===== src/rtl/pc_seq_pkg.sv =====
// Shared types and constants for the fetch-side program counter sequencer.
// Holds the FSM state encoding, default vectors and the sequential PC step.
// Imported by pc_next_sel and pc_sequencer.
package pc_seq_pkg;

  typedef enum logic [1:0] {
    ST_BOOT  = 2'd0,
    ST_FETCH = 2'd1,
    ST_HOLD  = 2'd2,
    ST_HALT  = 2'd3
  } state_e;

  localparam logic [31:0] DEF_RESET_VECTOR = 32'h0000_0000;
  localparam logic [31:0] DEF_EXC_VECTOR   = 32'h8000_0180;
  localparam logic [31:0] PC_INCR          = 32'd4;

  // A fetch address is legal only when it is word aligned.
  function automatic logic is_word_aligned(input logic [31:0] addr);
    return (addr[1:0] == 2'b00);
  endfunction

endpackage


===== src/rtl/pc_next_sel.sv =====
// Redirect resolution: picks exception over branch redirect and checks alignment.
// Purely combinational, zero latency.
// No handshake; the caller decides when a take is allowed to act.
module pc_next_sel
  import pc_seq_pkg::*;
#(
  parameter logic [31:0] EXC_VECTOR = DEF_EXC_VECTOR
) (
  input  logic        exc_valid_i,
  input  logic        redirect_valid_i,
  input  logic [31:0] redirect_target_i,
  output logic        take_o,
  output logic [31:0] target_o,
  output logic        misaligned_o
);

  // Exception wins; a misaligned redirect falls back to the exception vector.
  always_comb begin
    take_o       = exc_valid_i | redirect_valid_i;
    target_o     = EXC_VECTOR;
    misaligned_o = 1'b0;
    if (!exc_valid_i && redirect_valid_i) begin
      if (is_word_aligned(redirect_target_i)) begin
        target_o = redirect_target_i;
      end else begin
        misaligned_o = 1'b1;
      end
    end
  end

endmodule


===== src/rtl/pc_sequencer.sv =====
// Owns the PC, fetches one word at a time over req/ack and buffers it for decode.
// One instruction per >=2 cycles; redirect lands on imem_addr the next cycle unless a fetch is outstanding.
// Decode stalls hold the buffered word; redirects during a fetch are parked until its ack.
module pc_sequencer
  import pc_seq_pkg::*;
#(
  parameter logic [31:0] RESET_VECTOR = DEF_RESET_VECTOR,
  parameter logic [31:0] EXC_VECTOR   = DEF_EXC_VECTOR
) (
  input  logic        clk_i,
  input  logic        reset_ni,
  output logic        imem_req_o,
  output logic [31:0] imem_addr_o,
  input  logic        imem_ack_i,
  input  logic [31:0] imem_rdata_i,
  output logic        if_valid_o,
  output logic [31:0] if_instr_o,
  output logic [31:0] if_pc_o,
  input  logic        if_ready_i,
  input  logic        redirect_valid_i,
  input  logic [31:0] redirect_target_i,
  input  logic        exc_valid_i,
  input  logic        halt_i,
  output logic        addr_err_o
);

  state_e      state_q, state_d;
  logic [31:0] pc_q, pc_d;
  logic        pend_q, pend_d;
  logic [31:0] pend_target_q, pend_target_d;
  logic        if_valid_q, if_valid_d;
  logic [31:0] if_instr_q, if_instr_d;
  logic [31:0] if_pc_q, if_pc_d;
  logic        addr_err_q, addr_err_d;

  logic        sel_take;
  logic [31:0] sel_target;
  logic        sel_misaligned;

  pc_next_sel #(
    .EXC_VECTOR(EXC_VECTOR)
  ) u_next_sel (
    .exc_valid_i      (exc_valid_i),
    .redirect_valid_i (redirect_valid_i),
    .redirect_target_i(redirect_target_i),
    .take_o           (sel_take),
    .target_o         (sel_target),
    .misaligned_o     (sel_misaligned)
  );

  // Next-state logic: fetch sequencing, redirect handling and the decode buffer.
  always_comb begin
    state_d       = state_q;
    pc_d          = pc_q;
    pend_d        = pend_q;
    pend_target_d = pend_target_q;
    if_valid_d    = if_valid_q;
    if_instr_d    = if_instr_q;
    if_pc_d       = if_pc_q;
    // Redirects are ignored in HALT, so no error is flagged there either.
    addr_err_d    = sel_misaligned && (state_q != ST_HALT);

    unique case (state_q)
      ST_BOOT: begin
        if (sel_take) pc_d = sel_target;
        state_d = ST_FETCH;
      end

      ST_FETCH: begin
        if (imem_ack_i) begin
          pend_d = 1'b0;
          if (sel_take) begin
            // Data belongs to the old path; refetch from the new target.
            pc_d = sel_target;
          end else if (pend_q) begin
            pc_d = pend_target_q;
          end else begin
            if_instr_d = imem_rdata_i;
            if_pc_d    = pc_q;
            if_valid_d = 1'b1;
            pc_d       = pc_q + PC_INCR;
            state_d    = ST_HOLD;
          end
        end else if (sel_take) begin
          // Address must stay stable until ack, so park the target (last wins).
          pend_d        = 1'b1;
          pend_target_d = sel_target;
        end
      end

      ST_HOLD: begin
        if (sel_take) begin
          // Squash takes precedence over both acceptance and halt.
          if_valid_d = 1'b0;
          pc_d       = sel_target;
          state_d    = ST_FETCH;
        end else if (if_ready_i) begin
          if_valid_d = 1'b0;
          state_d    = halt_i ? ST_HALT : ST_FETCH;
        end
      end

      ST_HALT: begin
        if (exc_valid_i) begin
          pc_d    = EXC_VECTOR;
          state_d = ST_FETCH;
        end
      end

      default: state_d = ST_BOOT;
    endcase
  end

  // State registers; reset abandons any outstanding fetch.
  always_ff @(posedge clk_i or negedge reset_ni) begin
    if (!reset_ni) begin
      state_q       <= ST_BOOT;
      pc_q          <= RESET_VECTOR;
      pend_q        <= 1'b0;
      pend_target_q <= 32'h0;
      if_valid_q    <= 1'b0;
      if_instr_q    <= 32'h0;
      if_pc_q       <= 32'h0;
      addr_err_q    <= 1'b0;
    end else begin
      state_q       <= state_d;
      pc_q          <= pc_d;
      pend_q        <= pend_d;
      pend_target_q <= pend_target_d;
      if_valid_q    <= if_valid_d;
      if_instr_q    <= if_instr_d;
      if_pc_q       <= if_pc_d;
      addr_err_q    <= addr_err_d;
    end
  end

  assign imem_req_o  = (state_q == ST_FETCH);
  assign imem_addr_o = pc_q;
  assign if_valid_o  = if_valid_q;
  assign if_instr_o  = if_instr_q;
  assign if_pc_o     = if_pc_q;
  assign addr_err_o  = addr_err_q;

endmodule


===== config.mk =====
export PLATFORM = sky130hd
export DESIGN_NAME = pc_sequencer
export DESIGN_NICKNAME = d
export VERILOG_FILES = /design/src/rtl/pc_seq_pkg.sv /design/src/rtl/pc_next_sel.sv /design/src/rtl/pc_sequencer.sv
export SDC_FILE = /design/constraint.sdc
export NUM_CORES = 1
export LEC_CHECK = 0
export ABC_CLOCK_PERIOD_IN_PS = 1800
export CAP_MARGIN = 10
export CELL_PAD_IN_SITES_DETAIL_PLACEMENT = 0
export CELL_PAD_IN_SITES_GLOBAL_PLACEMENT = 2
export CORE_MARGIN = 1
export CORE_UTILIZATION = 28
export DETAILED_ROUTE_END_ITERATION = 12
export MAX_ROUTING_LAYER = met4
export PLACE_DENSITY_LB_ADDON = 0.1
export SETUP_SLACK_MARGIN = 0.15
export SKIP_CTS_REPAIR_TIMING = 1
export SYNTH_ARGS = -nofsm -noshare
export SYNTH_HDL_FRONTEND = slang
export SYNTH_SLANG_ARGS = --single-unit

===== constraint.sdc =====
create_clock -name clk_i -period 1.8 [get_ports clk_i]
set_input_delay 0.27 -clock clk_i [delete_from_list [all_inputs] [get_ports clk_i]]
set_output_delay 0.27 -clock clk_i [all_outputs]
set_load 0.03 [all_outputs]

# [Word-level counts from Yosys, hierarchy flattened]
# Cells that the tools add are included.
[totals] regBits=133 inputBits=71 out_inout_bits=99 wordCells=63
[op_classes] addsub=1 n_eq_ne=10 mux=26 bitwise=4 reduce_logical=14
[op_table] cell="32-bit 2-to-1 mux" count=7
[op_table] cell="32-bit case mux with 3 select lines" count=1
[op_table] cell="32-bit by 3-bit adder with 32-bit output, second input constant" count=1
[op_table] cell="2-bit 2-to-1 mux" count=7
[op_table] cell="5-bit AND reduction" count=2
[op_table] cell="1-bit 2-to-1 mux" count=9
[op_table] cell="2-bit != test, second input constant" count=4
[op_table] cell="2-bit case mux with 4 select lines" count=1
[op_table] cell="3-bit AND reduction" count=2
[op_table] cell="2-bit equality test, second input constant" count=2
[op_table] cell="2-bit logical NOT" count=2
[op_table] cell="2-bit by 1-bit != test with 1-bit output, second input constant" count=2
[op_table] cell="4-bit AND reduction" count=1
[op_table] cell="2-bit nonzero test" count=2
[op_table] cell="3-bit != test, second input constant" count=1
[op_table] cell="1-bit inverter" count=3
[op_table] cell="2-bit by 1-bit equality test with 1-bit output, second input constant" count=1
[op_table] cell="1-bit logical AND" count=2
[op_table] cell="1-bit case mux with 2 select lines" count=1
[op_table] cell="2-bit AND reduction" count=1
[op_table] cell="2-bit OR reduction" count=1
[op_table] cell="1-bit logical NOT" count=1
[op_table] cell="1-bit bitwise OR" count=1

# [Longest topological paths before layout]
# Gate-level depths: netlist (run 1).
[depth] word_depth=6 mapped_depth=8 ltp_nobuf=7

# [Cells and area by module]
# A second synthesis (run 1) with hierarchy kept.
[hier_totals] cells_unflattened=643 area_unflattened_um2=6914.1
[modules_own_cells] module="pc_sequencer" n_inst=1 cells_each=603 area_each_um2=6651.4
[modules_own_cells] module="pc_next_sel" n_inst=1 cells_each=40 area_each_um2=262.8

# [Worst setup path before layout (run 1)]
# Ideal clock, no wire load.
[synth_timing] path_kind="reg2reg" start="reg state_q[1]" end="reg pc_q[15], in the netlist imem_addr_o[15]" setup_ns=0.142 arrival_ns=1.874 required_ns=1.658 setup_slack_ns=-0.216 path_stages_with_launch=9 path_buffers=1 period_less_slack_ns=2.016 cell_sequence="dfrtp_1 -> inv_1 -> ha_1 -> nand2b_1 -> o211ai_4 -> nor2_2 -> buf_6 -> a32oi_1 -> o221ai_1"
[synth_rtl] item="from (decl)" line="pc_sequencer.sv:27" rtl="state_e state_q, state_d;"
[synth_rtl] item="from (signal assigned)" line="pc_sequencer.sv:126" rtl="state_q <= state_d;"
[synth_rtl] item="2-bit by 1-bit equality test with 1-bit output (*)"
[synth_rtl] item="net imem_req_o" line="pc_sequencer.sv:12" rtl="output logic imem_req_o,"
[synth_rtl] item="2-bit by 1-bit != test with 1-bit output (no line)"
[synth_rtl] item="3-bit AND reduction (no line)"
[synth_rtl] item="to (signal assigned)" line="pc_sequencer.sv:127" rtl="pc_q <= pc_d;"
[synth_rtl] item="to (decl)" line="pc_sequencer.sv:28" rtl="logic [31:0] pc_q, pc_d;"
# The timed path passes the listed nets; every way through them passes the cells marked *.
# A chain may end at the register's enable or synchronous reset.

# [Final worst setup path (run 1)]
[layout_timing] start="reg state_q[0]" end="reg pc_q[29], in the netlist imem_addr_o[29]"
[layout_via] elab_chain_cells=4
[layout_rtl] item="2-bit equality test / 2-bit logical NOT (equally long branches)" line="pc_sequencer.sv:63" rtl="unique case (state_q)"
[layout_rtl] item="2-bit OR reduction (no line)"
[layout_rtl] item="2-bit by 1-bit != test with 1-bit output (no line)"
[layout_rtl] item="3-bit AND reduction (no line)"
# Parallel ways exist; a longest one is shown, timed or not.

==> results of run 1 <==
## logic make-up after synthesis
kind of cell / Yosys count / synth area share
buffers and inverters: 39 / 0.03606
xor gates and xnor gates: 17 / 0.02358
and+or+nand+nor: 154 / 0.1258
DFF: 133 / 0.5270
muxes: 69 / 0.1221
AOI/OAI and AO/OA: 133 / 0.1536
adders and majority gates: 6 / 0.01189
## cell type report
| class | count | area (um2) |
|---|---|---|
| multi-input cells | 379 | 3455 |
| flip-flops and latches | 133 | 3349 |
| clock buffers | 20 | 456.7 |
| clock inverters | 12 | 153.9 |
| fillers | 1981 | 10860 |
| repair buffers | 293 | 3311 |
| well taps | 280 | 350.3 |
| inverters | 5 | 23.77 |
## cells in the mapped netlist (all sizes together), types with 4 or more instances
cell    number
dfrtp      133
mux2        64
nand2       60
o21ai       40
buf         25
nor2        21
a32o        17
a32oi       14
and3        14
a21oi       12
nand3       12
nor3        10
clkbuf       9
xnor2        9
o211ai       8
xor2         8
nand4        7
a31oi        6
ha           6
and4         5
inv          5
mux2i        5
a221oi       4
and2         4
nand2b       4
nor2b        4
o221ai       4
o31ai        4
## metrics by stage
step | hold WS (ns) | util | cells | setup TNS [ns]
finish | 0.3083 | 0.5055 | 1122 | -0.02434
global route | 0.3006 | 0.5055 | 1122 | -0.7728
CTS | -0.2184 | 0.4452 | 1092 | -2.983
detailed placement | 0.2422 | 0.4174 | 1060 | -31.77
global placement | 0.2418 | 0.4174 | 1060 | -31.45
floorplan | -0.02559 | - | 551 | 0
## per-layer routing
metal  vias up  track usage  part of all wire
li1       2625            -                 -
met1      2882       0.2426              0.45
met2       148       0.3017              0.50
met3        19      0.03726             0.040
met4         0      0.04956            0.0098
met5         -            -                 0
## placed cells by master (no fill, tap or decap), types with 5 or more instances in the layout
| cell | synthesis | layout |
|---|---|---|
| o21ai_1 | 0 | 18 |
| dlymetal6s2s_1 | 0 | 99 |
| dfrtp_2 | 0 | 17 |
| ha_4 | 0 | 5 |
| and3_1 | 14 | 11 |
| nand4_1 | 6 | 6 |
| a21oi_1 | 12 | 11 |
| nand2_1 | 60 | 54 |
| clkdlybuf4s50_1 | 0 | 68 |
| mux2i_1 | 5 | 5 |
| dfrtp_1 | 133 | 116 |
| clkbuf_16 | 0 | 23 |
| xnor2_1 | 9 | 9 |
| nand3_1 | 12 | 9 |
| o211ai_1 | 7 | 7 |
| xor2_1 | 8 | 8 |
| nor2_1 | 19 | 13 |
| nor2_4 | 0 | 6 |
| buf_4 | 0 | 75 |
| buf_12 | 0 | 18 |
| a32oi_1 | 14 | 10 |
| buf_6 | 8 | 22 |
| a32o_1 | 17 | 16 |
| o21ai_0 | 40 | 20 |
| mux2_4 | 0 | 64 |
| a31oi_1 | 6 | 5 |
## power by group through the flow
stage | sequential [uW] | combinational, uW | clock (uW)
global placement | 4260 | 6340 | 0
floorplan | 5500 | 2200 | 0
detailed placement | 4290 | 6420 | 0
CTS | 4250 | 6450 | 3730
finish | 4290 | 7770 | 3630
global route | 4400 | 8200 | 3840
## worst register-to-register path, delay by kind of cell (launching register included)
| family | cells | cell delay, ns |
|---|---|---|
| buffers and inverters | 3 | 0.41 |
| adder cells (fa/ha/maj) | 1 | 0.17 |
| flip-flops | 1 | 0.45 |
| AND/OR/NAND/NOR | 2 | 0.32 |
| AO/OA/AOI/OAI | 2 | 0.36 |
## final timing paths
kind / slack [ns] / to
max: -0.02 / imem_addr_o[29]
min: 0.31 / addr_err_o
max reg2reg: -0.02 / imem_addr_o[29]
min reg2reg: 0.48 / pend_target_q[31]
max in group asynchronous: 0.82 / pend_target_q[0]
min in group asynchronous: 0.34 / if_instr_o[0]
## flip-flops by register name, indices dropped and copies added (netlist names)
signal,count
if_instr_o,32
pend_target_q,32
if_valid_o,1
pend_q,1
imem_addr_o,32
state_q,2
if_pc_o,32
addr_err_o,1
==> metrics.txt, run 1 <==
most area-consuming cells after synthesis dfrtp_1, mux2_2, nand2_1; CTS buffer count 17; proportion of layout cells with a drive suffix above 1 0.3694; cells on worst reg2reg path 8; n_diodes 0; Post-Syn Instances 551; I/O pin count 170; cell type of the slowest stage on the worst timing path dfrtp_2; min setup slack post-route -0.02434 ns; Tcrit/Tclk final 1.014; Setup Crit Path Kind register to register; beginning of the worst hold path exc_valid_i; CP delay by family, top flip-flops; first-pass GRT wire length 32.53 mm; Die Height 152.2 um; global router's overall resource usage 0.1883; Final Max Tran Viols 0; area share of the largest cell type after synthesis 0.5270; placed standard-cell area 9165 um2; estimated wirelength of the detail-placed design 15.02 mm; first-pass iteration count of the detailed router 9; switching power of the nets 5773 uW; RR Startpoint state_q[0]; Worst Setup SP state_q[0]; Post-Synthesis Cell Area 6315 um2; via count normalized by instance count 5.057; crit-path max cell delay 0.45 ns; maximum number of pins on one net before global-route repair 45; measured slew at the worst slew-check pin 0.4877 ns; power share of the sequential group 0.273; routed length per instance 19.90 um; number of distinct library cells after synthesis 57; violated checks design-rule violations, negative setup slack; setup slack after placement -0.3542 ns; number of remaining DRC errors 14; kind of launch point of the worst setup path register; CP most frequent cell buf_6; initial cell density of the core 0.2876; switch share 0.3680; part of the power in combinational logic 0.496; setup-violating endpoint count in the final report 1; number of placement rows 54; full die area 23,160 um2; Power Dens Cells 1413 nW/um2; clock tree buffer depth 2; Ys Warns 0; worst hold path depth 2; number of antenna-violating nets in the routed design 0; headroom to the max-slew limit 0.6749; total power 15,680 uW; register clock-pin slew on the reported worst setup and hold paths 0.06 ns; max-capacitance violation count 0; cell chain of the critical path buf_6 > ha_4 > buf_6 > nor3_4 > nor2_4 > buf_12 > a32oi_1 > o311ai_2; Die X-Extent 152.2 um; H-tree lvl count 4; Most used DFF post-synth dfrtp_1; maximum clock rate 548.1 MHz; violation count after the first detailed-routing iteration 292; number of enable-type register cells in the synthesized netlist 0; count of nets after finishing 906; final hold violations 0; Crit. End Element register; sequential area share after synthesis 0.5270; Post-Layout Inst Area 11,100 um2; number of vias in the routed layout 5,674; cell taking the most area after synthesis dfrtp_1; run status complete, but fails checks; worst hold path type primary input to register; Syn-to-layout area delta 75.77%; Synth async-reset ratio 1.000; GP Congestion 0.8223; nets in the synthesized netlist 628; clock sink count 133; time the worst path needs with I/O delays and setup 1.824 ns; Floorplan Core Area 21,960 um2; RSZ-0062 raised after global routing true; data required time at the worst endpoint 2.08 ns; fraction of power consumed by the clock network 0.231; antenna violations before repair 0; data arrival time of the critical path 2.11 ns; critical path peak fanout 5; final global-route overflow total 0; sum of routed wire length over all layers 22.33 mm; Layout Skew 0.01203 ns; flip-flop and latch count after synthesis 133; static leakage power 0.006032 uW; CTS tree yes; clock root cell clkbuf_16; insertion delay to the later sink of the worst-skew pair 0.42 ns; Bufs and invs on worst path 3; internal portion of total power 9912 uW; Crit path depth 8; Worst IR Drop VDD 0.6238 mV; via count of the first global-routing pass 5,689; number of buffer cells added on primary ports 169; average cell area after synthesis 11.46 um2
(Power assumes the default switching activity.)
==> run 2, diff against run 1 <==
- CORE_ASPECT_RATIO: default -> 1.2
- CORE_UTILIZATION: 28 -> 36
- DONT_BUFFER_PORTS: default -> 1
==> run 2 against run 1 <==
Effect of this change: the flow finishes with violations (negative hold slack, negative setup slack); clock-buffer cell count is 1 higher; total power is 12% lower; hold slack worse by 0.76 ns; sequential share of layout area rose by 7.0 points; combinational power is 37% lower; utilization is 2.2 points higher; via count decreased by 10%; worst setup slack worse by 0.0012 ns; largest power group is now registers; sequential cell count unchanged; cell count down 19%; die area fell by 22%.
==> metrics.txt, run 2 (same netlist as run 1, synthesis figures left out) <==
I/O pin count 170 (unchanged); number of vias in the routed layout 5,084 (-10%); count of nets after finishing 754 (-17%); critical path peak fanout 19 (+14); sum of routed wire length over all layers 19.61 mm (-12%); kind of launch point of the worst setup path register; full die area 18,080 um2 (-22%); n_diodes 0 (unchanged); global router's overall resource usage 0.2157 (+0.02747); commonest cells after routing, fill and taps aside dfrtp_1, buf_4, nand2_1, dlygate4sd3_1, mux2_2; Crit. End Element register; run status complete, but fails checks; Layout Skew 0.008566 ns (-0.003464 ns); measured slew at the worst slew-check pin 0.4869 ns (-0.0008529 ns); number of buffer cells added on primary ports 0 (-100%); proportion of layout cells with a drive suffix above 1 0.4130 (+0.04368); setup-violating endpoint count in the final report 16 (+15); clock sink count 133 (unchanged); filler cell count 1,524 (-23%); number of remaining DRC errors 0 (-14); final global-route overflow total 0 (unchanged); CTS tree yes; worst hold path type primary input to asynchronous set/reset pin; number of placement rows 52 (-3.7%); Worst IR Drop VDD 0.9140 mV (+47%); violated checks negative hold slack, negative setup slack; clock tree buffer depth 2 (unchanged); most common cell after layout, fill and taps aside dfrtp_1; first-pass GRT wire length 28.46 mm (-13%); Power Dens Cells 1530 nW/um2 (+8.3%); Die Height 147.1 um (-3.3%); Syn-to-layout area delta 42.46%; area used by multi-input combinational logic 3301 um2 (-4.5%); time the worst path needs with I/O delays and setup 1.826 ns (+0.001184 ns); max-capacitance violation count 0 (unchanged); setup slack after placement -0.06986 ns (+0.2843 ns); min setup slack post-route -0.02553 ns (-0.001183 ns); Tcrit/Tclk final 1.014 (about the same); Die X-Extent 122.9 um (-19%); via count normalized by instance count 5.611 (+11%); RSZ-0062 raised after global routing true; final hold violations 133 (+133); insertion delay to the later sink of the worst-skew pair 0.42 ns (about the same); Setup Crit Path Kind register to register; static leakage power 0.003862 uW (-36%); antenna violations before repair 0 (unchanged); number of antenna-violating nets in the routed design 0 (unchanged); reg-to-reg slack, setup -0.03 ns (about the same); RR Startpoint state_q[1]; maximum clock rate 547.8 MHz (about the same); first-pass iteration count of the detailed router 5 (-4); CTS buffer count 17 (unchanged); data required time at the worst endpoint 2.10 ns (+0.02 ns); cells on worst reg2reg path 6 (-2); via count of the first global-routing pass 5,003 (-12%); core occupancy in the finished layout 0.5277 (+0.02228); data arrival time of the critical path 2.12 ns (about the same); clock root cell clkbuf_16; violation count after the first detailed-routing iteration 273 (-6.5%); maximum number of pins on one net before global-route repair 134 (+200%); GP Congestion 0.7958 (-3.2%); initial cell density of the core 0.3704 (+0.08287); Final Max Tran Viols 0 (unchanged); routed length per instance 21.64 um (+8.8%); Seq. cell area 3348 um2 (about the same); Floorplan Core Area 17,050 um2 (-22%); TNS Setup -0.2288 ns (-0.2045 ns); register clock-pin slew on the reported worst setup and hold paths 0.06 ns (about the same); capture instance of the worst register-to-register path if_pc_o[27]; hold slack final -0.4516 ns (-0.7599 ns); H-tree lvl count 4 (unchanged); estimated wirelength of the detail-placed design 12.87 mm (-14%); headroom to the max-slew limit 0.6754 (about the same)
## run 2: worst max-delay path by stage
stage,from,to,slack [ns]
finish,state_q[1],if_pc_o[27],-0.03
global route,state_q[1],if_pc_o[24],-0.09
CTS,state_q[1],imem_addr_o[29],-0.08
detailed placement,state_q[0],imem_addr_o[20],-0.07
global placement,imem_addr_o[2],imem_addr_o[16],-0.04
floorplan,state_q[1],if_instr_o[23],0.09
## run 2: per-stage QoR
stage | instances | total power (uW) | instance area, um2
global placement | 810 | 9040 | 7217
floorplan | 551 | 7698 | 6497
finish | 906 | 13760 | 8996
CTS | 842 | 12650 | 7812
detailed placement | 810 | 9118 | 7217
global route | 906 | 14400 | 8996
## run 2: layout make-up
type                    instances  area share
repair buffers                141      0.1623
clock buffers                  21     0.05229
multi-input cells             379      0.3669
clock inverters                11     0.01391
flip-flops and latches        133      0.3722
well taps                     216     0.03004
inverters                       5    0.002364
## run 2: layer usage
metal,vias up,track usage,share of wire
li1,2333,-,-
met3,14,0.06134,0.061
met1,2582,0.2639,0.42
met4,0,0.06280,0.0098
met2,155,0.3438,0.51
met5,-,-,0
## run 2: worst max-delay path: stages, from the launching register on
cell and delay (ns):
dfrtp_1 0.42, inv_2 0.14, buf_6 0.13, ha_4 0.15, and3_4 0.28, buf_12 0.20, mux2_2 0.35
## run 2: power breakdown
part / switching, uW / internal, uW / total [uW]
combinational: 2380 / 2480 / 4860
clock: 1320 / 2150 / 3480
sequential: 1680 / 3750 / 5430
